`src/rtl/rd_burst_ctrl.sv`:
```
// Credit-based read-burst scheduler: splits a read job into memory commands of up to
// BURST_LEN words, issuing each only when the downstream sFIFO has room for the whole burst.
module rd_burst_ctrl #(
    parameter int ADDR_W     = 24,
    parameter int LEN_W      = 20,
    parameter int FIFO_DEPTH = 512,
    parameter int BURST_LEN  = 32,
    parameter int BL_W       = 6,
    parameter int CNT_W      = 10
) (
    input  logic              clk,
    input  logic              rst,
    input  logic              req_vld,
    output logic              req_rdy,
    input  logic [ADDR_W-1:0] req_addr,
    input  logic [LEN_W-1:0]  req_len,
    output logic              cmd_vld,
    input  logic              cmd_rdy,
    output logic [ADDR_W-1:0] cmd_addr,
    output logic [BL_W-1:0]   cmd_len,
    input  logic              fifo_pop,
    output logic              busy,
    output logic              done,
    output logic              err_credit
);

    // state  | meaning
    // IDLE   | waiting for a job, req_rdy high
    // ISSUE  | sizing next burst, waiting for enough sFIFO credit
    // CMD    | command presented, waiting for cmd_rdy
    // DRAIN  | all commands issued, waiting for outstanding words to be popped
    // DONE   | job complete; done pulses on the following cycle
    localparam logic [2:0] S_IDLE  = 3'd0;
    localparam logic [2:0] S_ISSUE = 3'd1;
    localparam logic [2:0] S_CMD   = 3'd2;
    localparam logic [2:0] S_DRAIN = 3'd3;
    localparam logic [2:0] S_DONE  = 3'd4;

    localparam logic [CNT_W:0]   DEPTH_C     = (CNT_W+1)'(FIFO_DEPTH);
    localparam logic [BL_W-1:0]  BURST_C     = BL_W'(BURST_LEN);
    localparam logic [LEN_W-1:0] BURST_LEN_C = LEN_W'(BURST_LEN);

    logic [2:0]        state;
    logic [ADDR_W-1:0] addr_q;
    logic [LEN_W-1:0]  remaining;
    logic [CNT_W-1:0]  outstanding;

    logic              cmd_hs;
    logic [CNT_W:0]    out_sum;
    logic [CNT_W:0]    out_next;
    logic              pop_under;
    logic              credit_over;
    logic [BL_W-1:0]   blen;
    logic [CNT_W:0]    free_cnt;
    logic              credit_ok;

    assign req_rdy = (state == S_IDLE);
    assign busy    = (state != S_IDLE);
    assign cmd_hs  = cmd_vld & cmd_rdy;

    always_comb begin
        out_sum = {1'b0, outstanding};
        if (cmd_hs) begin
            out_sum = {1'b0, outstanding} + (CNT_W+1)'(cmd_len);
        end
        pop_under = fifo_pop && (out_sum == '0);
        out_next  = out_sum;
        if (fifo_pop && !pop_under) begin
            out_next = out_sum - 1'b1;
        end
        credit_over = (out_next > DEPTH_C);
    end

    always_comb begin
        blen = BURST_C;
        if (remaining < BURST_LEN_C) begin
            blen = remaining[BL_W-1:0];
        end
        free_cnt  = DEPTH_C - {1'b0, outstanding};
        credit_ok = (free_cnt >= (CNT_W+1)'(blen));
    end

    always_ff @(posedge clk) begin
        if (rst) begin
            outstanding <= '0;
            err_credit  <= 1'b0;
        end else begin
            outstanding <= out_next[CNT_W-1:0];
            if (pop_under || credit_over) begin
                err_credit <= 1'b1;
            end
        end
    end

    always_ff @(posedge clk) begin
        if (rst) begin
            state     <= S_IDLE;
            addr_q    <= '0;
            remaining <= '0;
            cmd_vld   <= 1'b0;
            cmd_addr  <= '0;
            cmd_len   <= '0;
            done      <= 1'b0;
        end else begin
            // done is registered off the DONE state, so it lands one cycle after it
            done <= (state == S_DONE);
            case (state)
                S_IDLE: begin
                    if (req_vld) begin
                        if (req_len == '0) begin
                            state <= S_DONE;
                        end else begin
                            addr_q    <= req_addr;
                            remaining <= req_len;
                            state     <= S_ISSUE;
                        end
                    end
                end
                S_ISSUE: begin
                    if (credit_ok) begin
                        cmd_addr <= addr_q;
                        cmd_len  <= blen;
                        cmd_vld  <= 1'b1;
                        state    <= S_CMD;
                    end
                end
                S_CMD: begin
                    if (cmd_rdy) begin
                        cmd_vld   <= 1'b0;
                        addr_q    <= addr_q + ADDR_W'(cmd_len);
                        remaining <= remaining - LEN_W'(cmd_len);
                        if (remaining == LEN_W'(cmd_len)) begin
                            state <= S_DRAIN;
                        end else begin
                            state <= S_ISSUE;
                        end
                    end
                end
                S_DRAIN: begin
                    // leave as the counter reaches zero, so done trails the last pop by one cycle
                    if (out_next == '0) begin
                        state <= S_DONE;
                    end
                end
                S_DONE: begin
                    state <= S_IDLE;
                end
                default: begin
                    state <= S_IDLE;
                end
            endcase
        end
    end

    always_ff @(posedge clk) begin
        if (!rst) begin
            assert (out_next <= DEPTH_C);
        end
    end

endmodule

```
`config.mk`:
```
export PLATFORM = sky130hd
export DESIGN_NAME = rd_burst_ctrl
export DESIGN_NICKNAME = d
export VERILOG_FILES = /design/src/rtl/rd_burst_ctrl.sv
export SDC_FILE = /design/constraint.sdc
export NUM_CORES = 1
export LEC_CHECK = 0
export ABC_AREA = 1
export CAP_MARGIN = 20
export CELL_PAD_IN_SITES_DETAIL_PLACEMENT = 1
export CELL_PAD_IN_SITES_GLOBAL_PLACEMENT = 2
export CORE_ASPECT_RATIO = 1.4
export CORE_MARGIN = 4
export CORE_UTILIZATION = 30
export CTS_BUF_LIST = sky130_fd_sc_hd__clkbuf_16
export DETAILED_ROUTE_END_ITERATION = 6
export PLACE_DENSITY = 0.91
export SYNTH_ARGS = -nofsm -noshare
export SYNTH_HDL_FRONTEND = slang
export SYNTH_SLANG_ARGS = --single-unit
```
`constraint.sdc`:
```
create_clock -name clk -period 4.63 [get_ports clk]
set_clock_uncertainty 0.2 [all_clocks]
set_input_delay 0.926 -clock clk [delete_from_list [all_inputs] [get_ports clk]]
set_output_delay 0.926 -clock clk [all_outputs]
set_load 0.02 [all_outputs]
```
==> impl_results.md <==
- Half-perimeter wire length after detailed placement: 15400 um
- Synthesized flop and latch total: 90
- DRT Pass-1 Iters: 4
- Post-CTS Setup Inserts: 0
- Max-slew headroom: 58.5%
- P_leak: roughly 3.1 nW
- MaxCap Viol Count: 0
- Grt met2 use: 33.9%
- TritonCTS clock tree: done
- Clk pin slew, worst setup/hold paths: 0.07 ns
- Power density over the cells: 811 nW/um2
- FFs w/ async S/R, synth: 0%
- CP arrival: 3.84 ns
- Met1 GRT Util: about a fifth
- Port Buffers: 83
- Post-synth EDFFs: 0
- Routed WL per cell: 16.1 um
- Flip-flop and latch area: 1800 um2
- Max Transition Viols Final: 0
- Global-route wire length before repair: 32900 um
- Top FF cell, synth: dfxtp_1
- Synthesis-to-layout area growth: 23.6%
- Inserted Clock Buffers: 9
- Syn_area_per_cell: 6.61 um2
- RePlAce Congestion: 0.836
- Fin util: 37.6%
- Die area: around 22000 um2
- CP Launch Type: flip-flop
- GRT Total Usage: 18.1%
- Outcome: completed
- Final WL: 19900 um
- Antenna cells: 0
- CP endpoint kind: flip-flop
- FF-to-FF Start: remaining[12]
- Placed Area: 7140 um2
- Total gr overflow: 0
- Core ar.: 19800 um2
- Crit-path max FO: 50
- CTS Hold Bufs: 0
- RSZ-0062 raised after global routing: no
- # IOs: 84
- Die Wd: about 130 um
- Count of final setup violators: 0
- Vias in the first global route: 6496
- Area occupied by multi-input gates: between 3000 and 4000 um2
- Synth warnings: 0
- Tmin final: ~3.8 ns
- Clk_lat worst skew: 0.35 ns
- H-Tree Depth: 3
- Clock Root Buffer: clkbuf_16
- Met3 Track Usage GR: 2.77%
- Layout cell share with drive strength beyond 1: 7.92%
- Total power: 6.05 mW
- Mapped Cells: 913
- Worst Path Required: 4.71 ns
- Post-route ant nets: 0
- First DRT Iteration DRCs: 235
- Final worst path period share: 81.2%
- # nets final: approximately 1100
- Sequential fraction of the synthesis area: a little under 30%
- Slew of the pin with the lowest slew margin: 0.623 ns
- Fillers: between 2000 and 3000
- Via count: 6235
- Row Count: between 60 and 70
- Final design area excluding fillers: 7460 um2
- Reg2Reg Setup Slack: about 0.87 ns
- Synthesized area: 6040 um2
- # DRC: 0
- WHS Path Cells: 2
- Crit Path Category: flip-flop to flip-flop
- Min-delay worst type: flip-flop to flip-flop
- R2R Path End: cmd_addr[15]
- Setup TNS: 0 ns
- Sinks on the clock net: 90
- Vias per cell: 5.04
- Fmax: 266 MHz
- Peak supply drop: 0.304 mV
- GRT busiest layer: met2
- Synth unique cells: 47
- Hold Crit Start: addr_q[21]
- Die height: 176 um
- Cell count of the worst reg-to-reg path: 17
- # resized after CTS: 0
- Syn Nets: 991
- Number of antenna violations at the first check in global routing: 0
- Hold Path Sink: addr_q[21]
- Hold Violations, Final: 0
- Initial Utilization: 30.4%
- Largest net degree at the start of global routing: 55
- Max Root-Sink Buffers: 2
-- stage by stage --
stage                     hold WS, ns  setup slack (ns)  std cells
final                           0.285             0.870       1237
after global routing            0.315             0.248       1237
after CTS                       0.290             0.815       1237
after detailed placement        0.275             0.694       1221
after global placement          0.273             0.733       1220
after floorplan                 0.257              1.40        913
-- registers in the layout, indices dropped and copies added, names as in the netlist --
register,count
cmd_addr,24
remaining,20
cmd_len,6
state,3
err_credit,1
cmd_vld,1
addr_q,24
outstanding,10
done,1
-- worst max-delay path by stage --
| stage | from | to | slack, ns | cells after the start |
|---|---|---|---|---|
| 2_1_floorplan | remaining[12] | cmd_len[1] | 1.40 | 16 |
| 5_1_grt | remaining[12] | cmd_addr[15] | 0.25 | 17 |
| 3_5_place_dp | cmd_rdy | state[1] | 0.69 | 21 |
| 4_1_cts | remaining[12] | cmd_addr[15] | 0.82 | 17 |
| 6_report | remaining[12] | cmd_addr[15] | 0.87 | 17 |
| 3_3_place_gp | cmd_rdy | state[1] | 0.73 | 21 |
-- cell type report --
cell class                      instances  area share (%)
Sequential cell                        90            24.1
Clock buffer                            9            3.02
Tap cell                              252            4.23
Timing Repair Buffer                   94            12.4
Clock inverter                          7            1.34
Inverter                              116            5.87
Multi-Input combinational cell        669            49.0
-- routing by layer --
metal / vias to the layer above / share of wire, %
li1: 3168 / -
met1: 2966 / 43
met2: 81 / 53
met3: 20 / 2.5
met4: 0 / 1.9
met5: - / 0
-- power by group --
group          switching [mW]  internal (mW)  total (mW)
registers               0.363           1.11        1.47
clock network           0.347          0.478       0.825
logic                    2.35           1.40        3.75
-- synth_stat cells, types with 2 or more instances --
cell,count,area (um2)
a211oi_1,7,52.6
a21oi_1,85,425
a221oi_1,5,43.8
a31oi_1,11,68.8
and2_1,3,18.8
buf_1,3,11.3
buf_2,3,15.0
clkbuf_1,31,116
dfxtp_1,90,1800
fa_1,3,60.1
ha_1,26,325
inv_1,109,409
inv_2,6,22.5
nand2_1,186,698
nand2_2,15,93.8
nand2_4,5,56.3
nand3_1,52,260
nand3_2,3,30.0
nand3b_1,4,30.0
nand4_1,14,87.6
nor2_1,77,289
nor2_2,5,31.3
nor2_4,3,33.8
nor3_1,14,70.1
nor3_2,3,30.0
nor4_1,12,75.1
o211ai_1,9,67.6
o21a_1,2,15.0
o21ai_0,76,380
o21ai_1,4,20.0
o21bai_1,6,45.0
o221ai_1,3,26.3
or2_2,5,31.3
xnor2_1,7,61.3
xor2_1,14,123
-- cells by family after synthesis --
kind of cell             after synthesis  share of synthesized area (%)
AO/OA/AOI/OAI                        215                           20.1
XOR/XNOR                              21                           3.05
adder cells (fa/ha/maj)               29                           6.38
buffers and inverters                154                           9.74
flip-flops                            90                           29.8
AND/OR/NAND/NOR                      404                           30.9
-- cell usage in the layout (no fill, tap or decap), drive strengths merged --
| master | instances |
|---|---|
| inv | 118 |
| nor2 | 85 |
| nand3 | 56 |
| buf | 12 |
| o21ai | 82 |
| nor3 | 17 |
| clkdlybuf4s50 | 82 |
| nand3b | 4 |
| nand2 | 206 |
| and2 | 3 |
| o221ai | 3 |
| or2 | 6 |
| o21a | 2 |
| clkbuf | 9 |
| or3 | 1 |
| nand4 | 14 |
| ha | 26 |
| o21bai | 6 |
| a21oi | 86 |
| o211ai | 9 |
| bufinv | 2 |
| a211oi | 7 |
| nor4 | 12 |
| xor2 | 14 |
| xnor2 | 7 |
| clkinvlp | 3 |
| a21boi | 1 |
| fa | 3 |
| a31oi | 11 |
| dfxtp | 90 |
| o31ai | 1 |
| a221oi | 5 |
| o41ai | 1 |
| o211a | 1 |
-- worst max-delay path, cell delays in order (launching register included) --
cell     delay (ns)
dfxtp_1        0.35
nor4_1         0.45
nand3_1        0.18
nor4_1         0.23
buf_4          0.20
nand2_1        0.09
ha_1           0.35
nand2_1        0.07
o21ai_0        0.15
a31oi_1        0.07
o21ai_0        0.18
nor2_1         0.05
o21ai_0        0.22
nand2_1        0.10
inv_1          0.07
buf_4          0.38
o21ai_0        0.14
a21oi_1        0.14
Note: power is estimated with default switching activity, not from simulation.
